==> src/rtl/sram_fifo_ctrl_if.sv <==
// Bundles the producer, consumer and primitive-side signals of the FIFO
// sequencer. The slave modport is the controller's view; master is the
// surrounding logic (producer, consumer and the FIFO_SYNC primitive).
interface sram_fifo_ctrl_if #(
  parameter int DATA_WIDTH = 36,
  parameter int DEPTH      = 1024
);
  localparam int CNT_W = $clog2(DEPTH + 3);

  logic                  flush_i;
  logic                  init_done_o;
  logic                  in_valid_i;
  logic                  in_ready_o;
  logic [DATA_WIDTH-1:0] in_data_i;
  logic                  out_valid_o;
  logic                  out_ready_i;
  logic [DATA_WIDTH-1:0] out_data_o;
  logic [CNT_W-1:0]      usage_o;
  logic                  fifo_rst_o;
  logic                  fifo_wren_o;
  logic [DATA_WIDTH-1:0] fifo_di_o;
  logic                  fifo_rden_o;
  logic [DATA_WIDTH-1:0] fifo_do_i;
  logic                  fifo_full_i;
  logic                  fifo_empty_i;

  modport slave (
    input  flush_i, in_valid_i, in_data_i, out_ready_i,
           fifo_do_i, fifo_full_i, fifo_empty_i,
    output init_done_o, in_ready_o, out_valid_o, out_data_o, usage_o,
           fifo_rst_o, fifo_wren_o, fifo_di_o, fifo_rden_o
  );

  modport master (
    output flush_i, in_valid_i, in_data_i, out_ready_i,
           fifo_do_i, fifo_full_i, fifo_empty_i,
    input  init_done_o, in_ready_o, out_valid_o, out_data_o, usage_o,
           fifo_rst_o, fifo_wren_o, fifo_di_o, fifo_rden_o
  );
endinterface

==> src/rtl/sram_fifo_ctrl.sv <==
// Reset sequencer and first-word-fall-through adapter for a BRAM FIFO_SYNC
// primitive with one cycle of read latency (DO_REG=0).
//
// state    | meaning
// ---------+-----------------------------------------------------------
// RST_HOLD | primitive RST held high for RST_CYCLES cycles
// RST_WAIT | RST released, enables kept low for WAIT_CYCLES cycles
// RUN      | normal operation, writes and prefetch reads allowed
module sram_fifo_ctrl #(
  parameter  int DATA_WIDTH  = 36,
  parameter  int DEPTH       = 1024,
  parameter  int RST_CYCLES  = 5,
  parameter  int WAIT_CYCLES = 4,
  localparam int CNT_W       = $clog2(DEPTH + 3)
) (
  input  logic              clk_i,
  input  logic              rst_ni,
  sram_fifo_ctrl_if.slave   bus
);

  localparam int TMR_MAX = (RST_CYCLES > WAIT_CYCLES) ? RST_CYCLES : WAIT_CYCLES;
  localparam int TMR_W   = $clog2(TMR_MAX + 1);
  localparam logic [TMR_W-1:0] RST_LAST  = TMR_W'(RST_CYCLES - 1);
  localparam logic [TMR_W-1:0] WAIT_LAST = TMR_W'(WAIT_CYCLES - 1);

  typedef enum logic [1:0] {RST_HOLD, RST_WAIT, RUN} state_e;

  state_e                state;
  logic [TMR_W-1:0]      tmr;
  logic                  rst_q;
  logic                  run_q;

  logic [1:0]            skid_cnt;
  logic [DATA_WIDTH-1:0] skid_q0;
  logic [DATA_WIDTH-1:0] skid_q1;
  logic                  inflight;
  logic [CNT_W-1:0]      usage_q;

  logic                  in_ready;
  logic                  in_hs;
  logic                  pop;
  logic                  rden;
  logic [2:0]            held;

  // Sequencer: flush restarts the reset sequence from any state.
  always_ff @(posedge clk_i or negedge rst_ni) begin
    if (!rst_ni) begin
      state <= RST_HOLD;
      tmr   <= '0;
      rst_q <= 1'b1;
      run_q <= 1'b0;
    end else if (bus.flush_i) begin
      state <= RST_HOLD;
      tmr   <= '0;
      rst_q <= 1'b1;
      run_q <= 1'b0;
    end else begin
      case (state)
        RST_HOLD: begin
          if (tmr == RST_LAST) begin
            state <= RST_WAIT;
            tmr   <= '0;
            rst_q <= 1'b0;
          end else begin
            tmr <= tmr + 1'b1;
          end
        end
        RST_WAIT: begin
          if (tmr == WAIT_LAST) begin
            state <= RUN;
            tmr   <= '0;
            run_q <= 1'b1;
          end else begin
            tmr <= tmr + 1'b1;
          end
        end
        RUN: ;
        default: begin
          state <= RST_HOLD;
          tmr   <= '0;
          rst_q <= 1'b1;
          run_q <= 1'b0;
        end
      endcase
    end
  end

  // Enable gating: the primitive never sees a write when full or a read when
  // empty; prefetch stops once the skid plus the in-flight read hold two.
  always_comb begin
    in_ready = run_q & ~bus.fifo_full_i & ~bus.flush_i;
    in_hs    = bus.in_valid_i & in_ready;
    pop      = (skid_cnt != 2'd0) & bus.out_ready_i;
    held     = {1'b0, skid_cnt} + {2'b00, inflight} - {2'b00, pop};
    rden     = run_q & ~bus.flush_i & ~bus.fifo_empty_i & (held < 3'd2);
  end

  // Skid buffer: captures the primitive's DO one cycle after each read.
  always_ff @(posedge clk_i or negedge rst_ni) begin
    if (!rst_ni) begin
      skid_cnt <= 2'd0;
      skid_q0  <= '0;
      skid_q1  <= '0;
      inflight <= 1'b0;
    end else if (bus.flush_i) begin
      skid_cnt <= 2'd0;
      skid_q0  <= '0;
      skid_q1  <= '0;
      inflight <= 1'b0;
    end else begin
      inflight <= rden;
      case ({inflight, pop})
        2'b10: begin
          if (skid_cnt == 2'd0) skid_q0 <= bus.fifo_do_i;
          else                  skid_q1 <= bus.fifo_do_i;
          skid_cnt <= skid_cnt + 2'd1;
        end
        2'b01: begin
          skid_q0  <= skid_q1;
          skid_cnt <= skid_cnt - 2'd1;
        end
        2'b11: begin
          if (skid_cnt == 2'd1) begin
            skid_q0 <= bus.fifo_do_i;
          end else begin
            skid_q0 <= skid_q1;
            skid_q1 <= bus.fifo_do_i;
          end
        end
        default: ;
      endcase
    end
  end

  // Occupancy: primitive contents plus in-flight read plus skid entries.
  always_ff @(posedge clk_i or negedge rst_ni) begin
    if (!rst_ni) begin
      usage_q <= '0;
    end else if (bus.flush_i) begin
      usage_q <= '0;
    end else begin
      case ({in_hs, pop})
        2'b10:   usage_q <= usage_q + CNT_W'(1);
        2'b01:   usage_q <= usage_q - CNT_W'(1);
        default: ;
      endcase
    end
  end

  assign bus.init_done_o = run_q;
  assign bus.fifo_rst_o  = rst_q;
  assign bus.in_ready_o  = in_ready;
  assign bus.fifo_wren_o = in_hs;
  assign bus.fifo_di_o   = bus.in_data_i;
  assign bus.fifo_rden_o = rden;
  assign bus.out_valid_o = (skid_cnt != 2'd0);
  assign bus.out_data_o  = skid_q0;
  assign bus.usage_o     = usage_q;

  skid_bound_a: assert property (@(posedge clk_i) disable iff (!rst_ni) skid_cnt <= 2'd2);

endmodule

==> src/flat_wrapper.sv <==
// flat-port wrapper written by rule: the top's interface ports become plain ports
module sram_fifo_ctrl_flat 
#(
  parameter  int DATA_WIDTH  = 36,
  parameter  int DEPTH       = 1024,
  parameter  int RST_CYCLES  = 5,
  parameter  int WAIT_CYCLES = 4,
  localparam int CNT_W       = $clog2(DEPTH + 3)
)
  (clk_i, rst_ni, bus_flush_i, bus_in_valid_i, bus_in_data_i, bus_out_ready_i, bus_fifo_do_i, bus_fifo_full_i, bus_fifo_empty_i, bus_init_done_o, bus_in_ready_o, bus_out_valid_o, bus_out_data_o, bus_usage_o, bus_fifo_rst_o, bus_fifo_wren_o, bus_fifo_di_o, bus_fifo_rden_o);
  sram_fifo_ctrl_if #(.DATA_WIDTH(DATA_WIDTH), .DEPTH(DEPTH)) bus_i ();
  input  logic clk_i;
  input  logic rst_ni;
  input wire logic [$bits(bus_i.flush_i)-1:0] bus_flush_i;
  input wire logic [$bits(bus_i.in_valid_i)-1:0] bus_in_valid_i;
  input wire logic [$bits(bus_i.in_data_i)-1:0] bus_in_data_i;
  input wire logic [$bits(bus_i.out_ready_i)-1:0] bus_out_ready_i;
  input wire logic [$bits(bus_i.fifo_do_i)-1:0] bus_fifo_do_i;
  input wire logic [$bits(bus_i.fifo_full_i)-1:0] bus_fifo_full_i;
  input wire logic [$bits(bus_i.fifo_empty_i)-1:0] bus_fifo_empty_i;
  output wire logic [$bits(bus_i.init_done_o)-1:0] bus_init_done_o;
  output wire logic [$bits(bus_i.in_ready_o)-1:0] bus_in_ready_o;
  output wire logic [$bits(bus_i.out_valid_o)-1:0] bus_out_valid_o;
  output wire logic [$bits(bus_i.out_data_o)-1:0] bus_out_data_o;
  output wire logic [$bits(bus_i.usage_o)-1:0] bus_usage_o;
  output wire logic [$bits(bus_i.fifo_rst_o)-1:0] bus_fifo_rst_o;
  output wire logic [$bits(bus_i.fifo_wren_o)-1:0] bus_fifo_wren_o;
  output wire logic [$bits(bus_i.fifo_di_o)-1:0] bus_fifo_di_o;
  output wire logic [$bits(bus_i.fifo_rden_o)-1:0] bus_fifo_rden_o;
  assign bus_i.flush_i = bus_flush_i;
  assign bus_i.in_valid_i = bus_in_valid_i;
  assign bus_i.in_data_i = bus_in_data_i;
  assign bus_i.out_ready_i = bus_out_ready_i;
  assign bus_i.fifo_do_i = bus_fifo_do_i;
  assign bus_i.fifo_full_i = bus_fifo_full_i;
  assign bus_i.fifo_empty_i = bus_fifo_empty_i;
  assign bus_init_done_o = bus_i.init_done_o;
  assign bus_in_ready_o = bus_i.in_ready_o;
  assign bus_out_valid_o = bus_i.out_valid_o;
  assign bus_out_data_o = bus_i.out_data_o;
  assign bus_usage_o = bus_i.usage_o;
  assign bus_fifo_rst_o = bus_i.fifo_rst_o;
  assign bus_fifo_wren_o = bus_i.fifo_wren_o;
  assign bus_fifo_di_o = bus_i.fifo_di_o;
  assign bus_fifo_rden_o = bus_i.fifo_rden_o;
  sram_fifo_ctrl #(.DATA_WIDTH(DATA_WIDTH), .DEPTH(DEPTH), .RST_CYCLES(RST_CYCLES), .WAIT_CYCLES(WAIT_CYCLES)) u_core (.clk_i(clk_i), .rst_ni(rst_ni), .bus(bus_i));
endmodule
==> config.mk <==
export PLATFORM = sky130hd
export DESIGN_NAME = sram_fifo_ctrl_flat
export DESIGN_NICKNAME = d
export VERILOG_FILES = /design/src/rtl/sram_fifo_ctrl_if.sv /design/src/rtl/sram_fifo_ctrl.sv /design/src/flat_wrapper.sv
export SDC_FILE = /design/constraint.sdc
export NUM_CORES = 1
export LEC_CHECK = 0
export BUFFER_PORTS_ARGS = -buffer_cell sky130_fd_sc_hd__buf_2
export CORE_UTILIZATION = 55
export CTS_CLUSTER_DIAMETER = 50
export DETAILED_ROUTE_END_ITERATION = 8
export PLACE_DENSITY_LB_ADDON = 0.3
export SETUP_SLACK_MARGIN = 0.4
export SYNTH_ARGS = -nofsm -noshare
export SYNTH_HDL_FRONTEND = slang
export SYNTH_SLANG_ARGS = --single-unit
==> constraint.sdc <==
create_clock -name clk_i -period 8.1 [get_ports clk_i]
set_input_delay 0 -clock clk_i [delete_from_list [all_inputs] [get_ports clk_i]]
set_output_delay 0 -clock clk_i [all_outputs]
set_load 0.01 [all_outputs]
==> results of run 1 <==
[what timing repair did]
| item | 4_1_cts | 5_1_grt |
|---|---|---|
| buffers inserted | 0 | 0 |
| gates resized for setup | 0 | 0 |
| hold endpoints to repair | 109 | 0 |
| hold buffers | 38 | 0 |
[final cells by class]
type	count	area, um2
fill	713	2900
sequential	93	2330
multi-input combinational	368	2220
timing repair buffer	138	896
tap	108	135
clock buffer	9	124
clock inverter	7	92.6
inverter	17	66.3
[cell families after synthesis]
| family | Yosys count |
|---|---|
| AOI/OAI and AO/OA | 119 |
| xor gates and xnor gates | 7 |
| adders and majority gates | 22 |
| buffers and inverters | 80 |
| DFF | 93 |
| muxes | 38 |
| and+or+nand+nor | 182 |
[critical path, stage by stage, from the launching register on]
cell	delay (ps)
sky130_fd_sc_hd__dfrtp_1	390
sky130_fd_sc_hd__inv_1	110
sky130_fd_sc_hd__ha_1	270
sky130_fd_sc_hd__nand2b_4	200
sky130_fd_sc_hd__inv_4	120
sky130_fd_sc_hd__nand2_1	110
sky130_fd_sc_hd__inv_1	290
sky130_fd_sc_hd__ha_1	340
sky130_fd_sc_hd__nor2b_1	160
sky130_fd_sc_hd__o31ai_1	430
sky130_fd_sc_hd__a311oi_1	180
sky130_fd_sc_hd__nor3b_1	310
sky130_fd_sc_hd__mux2_1	350
[synthesized netlist by cell type, types with 2 or more instances]
cell,instances,area (um2)
sky130_fd_sc_hd__nand2_1,127,477
sky130_fd_sc_hd__dfrtp_1,92,2300
sky130_fd_sc_hd__a21oi_1,53,265
sky130_fd_sc_hd__buf_4,40,300
sky130_fd_sc_hd__mux2i_1,37,370
sky130_fd_sc_hd__o21ai_1,30,150
sky130_fd_sc_hd__ha_1,20,250
sky130_fd_sc_hd__inv_1,16,60.1
sky130_fd_sc_hd__o21ai_0,15,75.1
sky130_fd_sc_hd__clkbuf_1,14,52.6
sky130_fd_sc_hd__nor2_1,12,45.0
sky130_fd_sc_hd__nand3_1,6,30.0
sky130_fd_sc_hd__nor3_1,6,30.0
sky130_fd_sc_hd__xnor2_1,6,52.6
sky130_fd_sc_hd__buf_2,5,25.0
sky130_fd_sc_hd__nand3b_1,5,37.5
sky130_fd_sc_hd__nor2b_1,4,25.0
sky130_fd_sc_hd__or3_1,4,25.0
sky130_fd_sc_hd__and3_1,3,18.8
sky130_fd_sc_hd__buf_1,3,11.3
sky130_fd_sc_hd__o21a_1,3,22.5
sky130_fd_sc_hd__a211oi_1,2,15.0
sky130_fd_sc_hd__a21boi_0,2,15.0
sky130_fd_sc_hd__a21o_1,2,15.0
sky130_fd_sc_hd__and2_1,2,12.5
sky130_fd_sc_hd__fa_1,2,40.0
sky130_fd_sc_hd__nor3b_1,2,15.0
sky130_fd_sc_hd__nor4_1,2,12.5
sky130_fd_sc_hd__o211a_1,2,20.0
sky130_fd_sc_hd__o211ai_1,2,15.0
[power by group]
part	total, mW	internal, mW	switching (mW)
clock	0.334	0.151	0.183
combinational	0.280	0.121	0.159
sequential	0.532	0.504	0.0275
total	1.15	0.776	0.370
[layer usage]
| layer | vias to the layer above | GRT usage |
|---|---|---|
| met5 | - | 0 |
| met4 | 0 | 0.113 |
| met3 | 35 | 0.0439 |
| met2 | 124 | 0.412 |
| met1 | 1993 | 0.318 |
| li1 | 1967 | - |
[state kept, by name, summed over array words and instances (netlist names)]
register	cells
u_core.bus.out_data_o	36
u_core.skid_q1	36
u_core.bus.usage_o	11
u_core.tmr	3
u_core.skid_cnt	2
u_core.state	2
u_core.bus.fifo_rst_o	1
u_core.bus.init_done_o	1
u_core.inflight	1
[worst max-delay path by stage]
stage,from,endpoint,slack (ps),cells after the start
6_report,u_core.skid_cnt[1],u_core.bus.usage_o[10],4740,12
5_1_grt,u_core.skid_cnt[1],u_core.bus.usage_o[10],4390,12
4_1_cts,u_core.skid_cnt[1],u_core.bus.usage_o[10],4740,12
3_5_place_dp,u_core.skid_cnt[1],u_core.bus.usage_o[10],4770,12
3_3_place_gp,u_core.skid_cnt[1],u_core.bus.usage_o[10],4940,12
2_1_floorplan,u_core.skid_cnt[1],u_core.bus.usage_o[10],5220,12
[through the flow]
stage,utilization,instances,hold slack (ps),total power [mW]
5_1_grt,0.669,740,0.0155,1.21
3_5_place_dp,0.601,686,0.0686,0.809
6_report,0.669,740,0.00393,1.15
3_3_place_gp,0.601,686,0.0686,0.796
2_1_floorplan,-,541,-296,0.731
4_1_cts,0.669,740,0.0686,1.15
==> impl_metrics.yaml, run 1 <==
critical_path:
  worstRegToRegCells: 12
  timing.critical_path.arrival_ps: 3610
  cp_max_fo: 9
  setup.reg_to_reg.worst_slack_ps: 4740
  critical_path_required_ps: 8350
  critPathLaunchType: "flop"
  crit_type: "flop to flop"
  worst_r2r_startpoint: "u_core.skid_cnt[1]"
  worstReg2RegEnd: "u_core.bus.usage_o[10]"
  timing.critical_path.to_type: "flop"
outcome:
  status: "complete, no violations"
route:
  met1_length_um: 4990
  drt_drc_violations_left: 0
  drt-total-wl_um: 11300
  wl_met3_um: 523
  first_iter_violations: 233
  vias_per_cell: 5.57
  detail_route.wl_per_cell_um: 15.3
  dr_total_vias: 4119
  antenna_left: 0
  firstDrtPassIters: 4
  dr_wl_met2_um: 5470
  topRoutingLayerUsed: "met4"
clock_tree:
  cts_buffers: 9
  cts_num_sinks: 93
  clock_tree.buffer_depth: 2
  clk-insertion-delay-late_ps: 370
  clock_tree_from_tritoncts: "built"
  clk_transition_reported_paths_ps: 100
  htree_num_levels: 3
  buffer_type_at_the_clock_tree_root: "sky130_fd_sc_hd__clkbuf_8"
synthesis:
  synthesis.area_per_instance_um2: 9.27
  synth.yosys.seq_area_share: 0.464
  mux_contribution_to_synthesized_area: 0.0761
  synth_seq_cells: 93
  yosysWarnings: 0
  async_reset_ff_frac: 1.00
  synthesis.area_um2: 5010
  dominant_combinational_cell_family_by_area_after_synthesis: "simple AND/OR/NAND/NOR gates"
  synth_flop_cell: "sky130_fd_sc_hd__dfrtp_1"
  netlist-cell-type-count: 52
  synth_adder_area_share: 0.0579
  synth-compound-area-share: 0.134
  synth.net_count: 642
  yosys.area_share.xor_xnor: 0.0137
  synth-simple-area-share: 0.161
  post_synth_inst_count: 541
  synth_edf_count: 0
timing:
  clock.fmax_mhz: 297
  finalHoldViolations: 0
  slew_headroom: 0.128
  worst-slew-pin-transition_ps: 1310
  final_period_minus_worst_setup_slack_ps: 3360
  setup_tns_ps: 0
  final_max_slew_viol_count: 0
  finalCritPeriodShare: 0.415
  final.setup.worst_slack_ps: 4740
  rsz0062_at_grt: "no"
  clock-skew-final_ps: 14.1
  final_setup_vio_count: 0
hold_path:
  holdCritPathClass: "input pin to output pin"
  hold_path_startpoint: "bus_in_data_i[31]"
  worstHoldPathCells: 0
  whs_endpoint: "bus_fifo_di_o[31]"
die:
  boundaryPins: 168
  floorplan_core_area_um2: 8760
  dieArea_um2: 9500
  floorplan.rows: 34
  floorplan.die.width_um: 97.5
  die_height_um: 97.5
  start_util: 0.572
cells_and_area:
  finalNetCount: 728
  postLayoutCellArea_um2: 5860
  antennaDiodeCount: 0
  layout.cells.most_common_list: "sky130_fd_sc_hd__nand2_1 (127), sky130_fd_sc_hd__buf_2 (94), sky130_fd_sc_hd__dfrtp_1 (92), sky130_fd_sc_hd__a21oi_1 (53), sky130_fd_sc_hd__dlygate4sd3_1 (38)"
  area_growth_syn_to_layout_pct: 16.9
  drive_gt1_frac: 0.195
  mostFrequentLayoutCell: "sky130_fd_sc_hd__nand2_1"
global_routing:
  antenna_found_initial: 0
  grt_pass1_wl_um: 19200
  all_layer_gr_usage: 0.249
  globalRouteOverflowTotal: 0
  first_global_vias: 4060
  pin_count_of_the_biggest_net_entering_global_routing: 67
pwr:
  vdd.ir_drop.worst_mv: 0.0988
  total_leakage_power_nw: 3.04
  power_per_cell_area_nw_per_um2: 195
placement:
  dpl-instance-area_um2: 5270
  final_replace_weighted_congestion: 0.875
  place.port_buffers: 95
  dp.final_hpwl_um: 7160
  placement.setup.worst_slack_ps: 4770
run:
  cap_violations: 0
(Power assumes the default switching activity.)
==> inputs of run 2 (changes only) <==
Settings changed: CORE_UTILIZATION 55 to 51.
Clock period 8.1 ns to 3.2 ns, I/O delays scaled along.
==> run 2 against run 1 <==
Against the previous run: flip-flop and latch count unchanged; critical path depth is the same; final area rose by 2.3%; clock skew shrank 1.7 ps; die area increased by 7.7%; routed wire length increased by 0.84%; final cell count rose by 3.6%; core utilization decreased by 2.9 points; critical endpoint unchanged; largest power group unchanged; highest routed layer unchanged.
==> impl_metrics.yaml, run 2 (synthesis gave the netlist of run 1 again) <==
outcome:
  status: "complete, no violations"
critical_path:
  worstRegToRegCells: 12
  cpMaxStageDelayCell: "sky130_fd_sc_hd__dfrtp_1"
  crit_type: "flop to flop"
  timing.critical_path.arrival_ps: 2960
  cp_cell_sequence: "inv_2 > ha_4 > nand2b_4 > inv_6 > nand2_4 > inv_4 > ha_1 > a21oi_1 > a21boi_0 > a211o_1 > nor3b_1 > mux2_1"
  critical_path.startpoint: "u_core.skid_cnt[0]"
  worst_path_max_stage_delay_ps: 410
  critical_path_required_ps: 3450
  setup.reg_to_reg.worst_slack_ps: 490
  timing.critical_path.to_type: "flop"
  worstReg2RegEnd: "u_core.bus.usage_o[10]"
  cp_max_fo: 9
  worst_r2r_startpoint: "u_core.skid_cnt[0]"
  critPathLaunchType: "flop"
cells_and_area:
  antennaDiodeCount: 0
  layout.cells.most_common_list: "sky130_fd_sc_hd__nand2_1 (126), sky130_fd_sc_hd__buf_2 (94), sky130_fd_sc_hd__dfrtp_1 (92), sky130_fd_sc_hd__a21oi_1 (53), sky130_fd_sc_hd__dlygate4sd3_1 (38)"
  multiInputGateArea_um2: 2270
  drive_gt1_frac: 0.215
  postLayoutCellArea_um2: 6000
  mostFrequentLayoutCell: "sky130_fd_sc_hd__nand2_1"
  register_cell_area_after_layout_um2: 2330
  finalNetCount: 734
  area_growth_syn_to_layout_pct: 19.6
  fillers: 795
timing:
  setup_tns_ps: 0
  final_setup_vio_count: 0
  slew_headroom: 0.199
  worst-slew-pin-transition_ps: 1190
  final_period_minus_worst_setup_slack_ps: 2710
  clock-skew-final_ps: 12.5
  finalHoldViolations: 0
  rsz0062_at_grt: "yes"
  clock.fmax_mhz: 369
  finalCritPeriodShare: 0.846
  final_max_slew_viol_count: 0
clock_tree:
  cts_buffers: 9
  cts_num_sinks: 93
  buffer_type_at_the_clock_tree_root: "sky130_fd_sc_hd__clkbuf_8"
  clk-insertion-delay-late_ps: 360
  clock_tree_from_tritoncts: "built"
  clock_tree.buffer_depth: 2
  htree_num_levels: 3
  clk_transition_reported_paths_ps: 100
pwr:
  comb_power_share: 0.257
  relative_contribution_of_sequential_cells_to_total_power: 0.466
  power_switching_mw: 0.918
  p_clk_frac: 0.277
  total_leakage_power_nw: 3.07
  intPower_mw: 1.97
  switching_share: 0.317
  power_per_cell_area_nw_per_um2: 482
  vdd.ir_drop.worst_mv: 0.242
die:
  die_height_um: 101
  start_util: 0.535
  floorplan_core_area_um2: 9370
  dieArea_um2: 10200
  boundaryPins: 168
  floorplan.die.width_um: 101
  floorplan.rows: 35
global_routing:
  all_layer_gr_usage: 0.236
  pin_count_of_the_biggest_net_entering_global_routing: 83
  grt_pass1_wl_um: 18900
  globalRouteOverflowTotal: 0
  antenna_found_initial: 0
  first_global_vias: 3999
route:
  drt-total-wl_um: 11400
  drt_drc_violations_left: 0
  vias_per_cell: 5.34
  firstDrtPassIters: 4
  dr_total_vias: 4098
  detail_route.wl_per_cell_um: 14.8
  first_iter_violations: 210
  antenna_left: 0
placement:
  dpl-instance-area_um2: 5360
  place.port_buffers: 95
  final_replace_weighted_congestion: 0.888
  dp.final_hpwl_um: 7240
run:
  cap_violations: 0
hold_path:
  holdCritPathClass: "input pin to output pin"
  worstHoldPathCells: 0
  whs_endpoint: "bus_fifo_di_o[35]"
  hold_path_startpoint: "bus_in_data_i[35]"
## run 2: worst max-delay path by stage
stage                                  end  slack [ps]  cells past startpoint
finish              u_core.bus.usage_o[10]         490                     12
global route         u_core.bus.usage_o[8]         370                     13
CTS                  u_core.bus.usage_o[9]         420                     12
detailed placement   u_core.bus.usage_o[9]         190                     12
global placement     u_core.bus.usage_o[9]         270                     12
floorplan            u_core.bus.usage_o[9]         440                     12
## run 2: stage by stage
| step | setup slack, ps | total power, mW | hold slack, ps | instances | utilization |
|---|---|---|---|---|---|
| 5_1_grt | 372 | 3.06 | 0.0184 | 767 | 0.640 |
| 4_1_cts | 424 | 2.90 | 0.0686 | 767 | 0.636 |
| 6_report | 493 | 2.89 | 0.00392 | 767 | 0.640 |
| 2_1_floorplan | 441 | 1.85 | -296 | 541 | - |
| 3_5_place_dp | 190 | 2.05 | 0.0686 | 712 | 0.572 |
| 3_3_place_gp | 273 | 2.03 | 0.0686 | 712 | 0.572 |
## run 2: repair_timing
| item | 4_1_cts | 5_1_grt |
|---|---|---|
| hold buffers | 38 | 0 |
| hold endpoints to repair | 153 | 0 |
| resized for setup | 6 | 5 |
| endpoints found under the setup margin | 6 | 5 |
| pin swaps | 0 | 2 |
| setup buffers | 1 | 0 |
## run 2: area by class of cell
class / count / share of cell area
flip-flops and latches: 93 / 0.388
clock buffers: 10 / 0.0213
inverters: 17 / 0.0119
multi-input cells: 368 / 0.379
clock inverters: 6 / 0.0117
well taps: 129 / 0.0269
repair buffers: 144 / 0.161
## run 2: layer usage
| metal | global-route usage | wire (um) | vias to the layer above |
|---|---|---|---|
| met2 | 0.387 | 5560 | 112 |
| met3 | 0.0455 | 515 | 30 |
| met4 | 0.114 | 287 | 0 |
| met5 | 0 | 0 | - |
| met1 | 0.301 | 5020 | 1971 |
| li1 | - | - | 1985 |
## run 2: power by group through the flow
stage / Clock (mW) / Combinational, mW / Sequential, mW
after floorplan: 0 / 0.454 / 1.40
after global placement: 0 / 0.664 / 1.36
after detailed placement: 0 / 0.686 / 1.37
after CTS: 0.822 / 0.736 / 1.35
after global routing: 0.865 / 0.833 / 1.36
final: 0.801 / 0.744 / 1.35
## run 2: worst max-delay path: cells and delay by family (launching register included)
kind / cells / cell delay, ps
adder cells (fa/ha/maj): 2 / 540
buffers and inverters: 3 / 270
AO/OA/AOI/OAI: 3 / 570
flip-flops: 1 / 410
multiplexers: 1 / 340
AND/OR/NAND/NOR: 3 / 480
==> inputs of run 3 (changes only) <==
Clock period 3.2 ns to 2.6 ns, I/O delays scaled along.
==> run 3 against run 2 <==
Against the previous run: sequential power rose by 23%; global-route usage rose by 1.0 points; critical path type unchanged; setup slack got worse by 420 ps; clock-buffer cell count fell by 1.
==> impl_metrics.yaml, run 3 (synthesis gave the netlist of run 1 again) <==
outcome:
  status: "complete, no violations"
timing:
  finalCritPeriodShare: 0.970
  rsz0062_at_grt: "yes"
  worst-slew-pin-transition_ps: 751
  finalHoldViolations: 0
  final_period_minus_worst_setup_slack_ps: 2520
  final_setup_vio_count: 0
  hold-worst-slack_ps: 0.00394
  clock-skew-final_ps: 13.5
  final_max_slew_viol_count: 0
  clock.fmax_mhz: 396
  slew_headroom: 0.499
placement:
  final_replace_weighted_congestion: 0.861
  dp.final_hpwl_um: 7680
  place.port_buffers: 95
  dpl-instance-area_um2: 5500
clock_tree:
  htree_num_levels: 3
  clock_tree_from_tritoncts: "built"
  cts_buffers: 9
  buffer_type_at_the_clock_tree_root: "sky130_fd_sc_hd__clkbuf_8"
  clk_transition_reported_paths_ps: 90
  cts_num_sinks: 93
  clk-insertion-delay-late_ps: 370
  clock_tree.buffer_depth: 2
critical_path:
  cp_max_fo: 5
  timing.critical_path.arrival_ps: 2780
  worst_path_max_stage_delay_ps: 390
  cpMaxStageDelayCell: "sky130_fd_sc_hd__dfrtp_1"
  critical_path_required_ps: 2850
  worstRegToRegCells: 12
  timing.critical_path.to_type: "flop"
  crit_type: "flop to flop"
  critPathLaunchType: "flop"
  worst_path_most_repeated_cell: "sky130_fd_sc_hd__ha_4"
  cp_cell_sequence: "inv_2 > ha_4 > nand2b_4 > inv_8 > nand2_8 > inv_12 > ha_4 > and2_4 > a221o_1 > o211ai_1 > a21oi_1 > or3b_1"
pwr:
  intPower_mw: 2.41
  power_switching_mw: 1.20
  total_leakage_power_nw: 3.16
  relative_contribution_of_sequential_cells_to_total_power: 0.459
  p_clk_frac: 0.254
  vdd.ir_drop.worst_mv: 0.255
  comb_power_share: 0.286
  power_per_cell_area_nw_per_um2: 574
  switching_share: 0.333
die:
  boundaryPins: 168
  start_util: 0.535
  die_height_um: 101
  floorplan.rows: 35
  dieArea_um2: 10200
  floorplan_core_area_um2: 9370
  floorplan.die.width_um: 101
route:
  dr_total_vias: 4193
  detail_route.wl_per_cell_um: 15.4
  drt-total-wl_um: 12100
  vias_per_cell: 5.34
  firstDrtPassIters: 4
  antenna_left: 0
  drt_drc_violations_left: 0
  first_iter_violations: 128
global_routing:
  antenna_found_initial: 0
  global_routing_s_busiest_layer: "met2"
  all_layer_gr_usage: 0.246
  first_global_vias: 4233
  globalRouteOverflowTotal: 0
  pin_count_of_the_biggest_net_entering_global_routing: 66
  grt_pass1_wl_um: 19600
  global_routing_usage_on_met1: 0.302
  use_met2: 0.428
  grtUsageMet3: 0.0428
hold_path:
  worstHoldPathCells: 0
  holdCritPathClass: "input pin to output pin"
cells_and_area:
  drive_gt1_frac: 0.264
  area_growth_syn_to_layout_pct: 25.4
  layout.cells.most_common_list: "sky130_fd_sc_hd__nand2_1 (126), sky130_fd_sc_hd__buf_2 (94), sky130_fd_sc_hd__dfrtp_1 (92), sky130_fd_sc_hd__a21oi_1 (52), sky130_fd_sc_hd__dlygate4sd3_1 (38)"
  finalNetCount: 752
  mostFrequentLayoutCell: "sky130_fd_sc_hd__nand2_1"
  antennaDiodeCount: 0
  postLayoutCellArea_um2: 6290
run:
  cap_violations: 0
-- run 3: worst max-delay path, delay by kind of cell (launching register included) --
kind                     cells  cell delay (ps)
AO/OA/AOI/OAI                3              690
adder cells (fa/ha/maj)      2              360
buffers and inverters        3              210
flip-flops                   1              390
AND/OR/NAND/NOR              4              750
-- run 3: cell type report --
cell class / instances / area, um2
clock buffers: 9 / 124
repair inverters: 1 / 8.76
fillers: 745 / 3080
flip-flops and latches: 93 / 2330
multi-input cells: 368 / 2420
inverters: 17 / 83.8
clock inverters: 7 / 56.3
well taps: 129 / 161
repair buffers: 161 / 1100
-- run 3: routing by layer --
metal,vias to the layer above,part of all wire
li1,2014,-
met1,2006,0.43
met2,142,0.49
met3,31,0.048
met4,0,0.022
met5,-,0
-- run 3: path summary, 6_finish.rpt --
check                                         start                   endpoint  slack (ps)
min reg2reg                u_core.bus.out_data_o[4]   u_core.bus.out_data_o[4]         490
max reg2reg                      u_core.skid_cnt[1]      u_core.bus.usage_o[9]          80
min in group asynchronous                    rst_ni  u_core.bus.out_data_o[22]         220
max in group asynchronous                    rst_ni      u_core.bus.fifo_rst_o        1640
min                               bus_in_data_i[11]          bus_fifo_di_o[11]       0.004
max                              u_core.skid_cnt[1]      u_core.bus.usage_o[9]          80
-- run 3: what timing repair did --
action                                  in CTS  in global routing
gates resized for setup                     16                  5
pin swaps                                   10                  7
endpoints found under the hold margin      128                  0
buffers inserted                             6                  8
endpoints found under the setup margin       9                 43
hold buffers                                38                  0
gates cloned                                 1                  0
-- run 3: per-stage QoR --
stage / std cells / power [mW] / utilization / setup slack (ps) / setup TNS [ps]
final: 785 / 3.61 / 0.671 / 77.5 / 0
after global routing: 785 / 3.83 / 0.671 / -2.28 / -2.28
after CTS: 777 / 3.60 / 0.663 / 50.2 / 0
after detailed placement: 716 / 2.59 / 0.587 / 7.17 / 0
after global placement: 716 / 2.55 / 0.587 / 62.1 / 0
after floorplan: 541 / 2.32 / - / 137 / 0
-- run 3: power by group through the flow --
| stage | combinational (mW) | clock, mW | sequential (mW) |
|---|---|---|---|
| after global routing | 1.15 | 1.00 | 1.68 |
| after floorplan | 0.595 | 0 | 1.72 |
| after detailed placement | 0.901 | 0 | 1.69 |
| final | 1.04 | 0.919 | 1.66 |
| after global placement | 0.868 | 0 | 1.68 |
| after CTS | 1.00 | 0.943 | 1.66 |
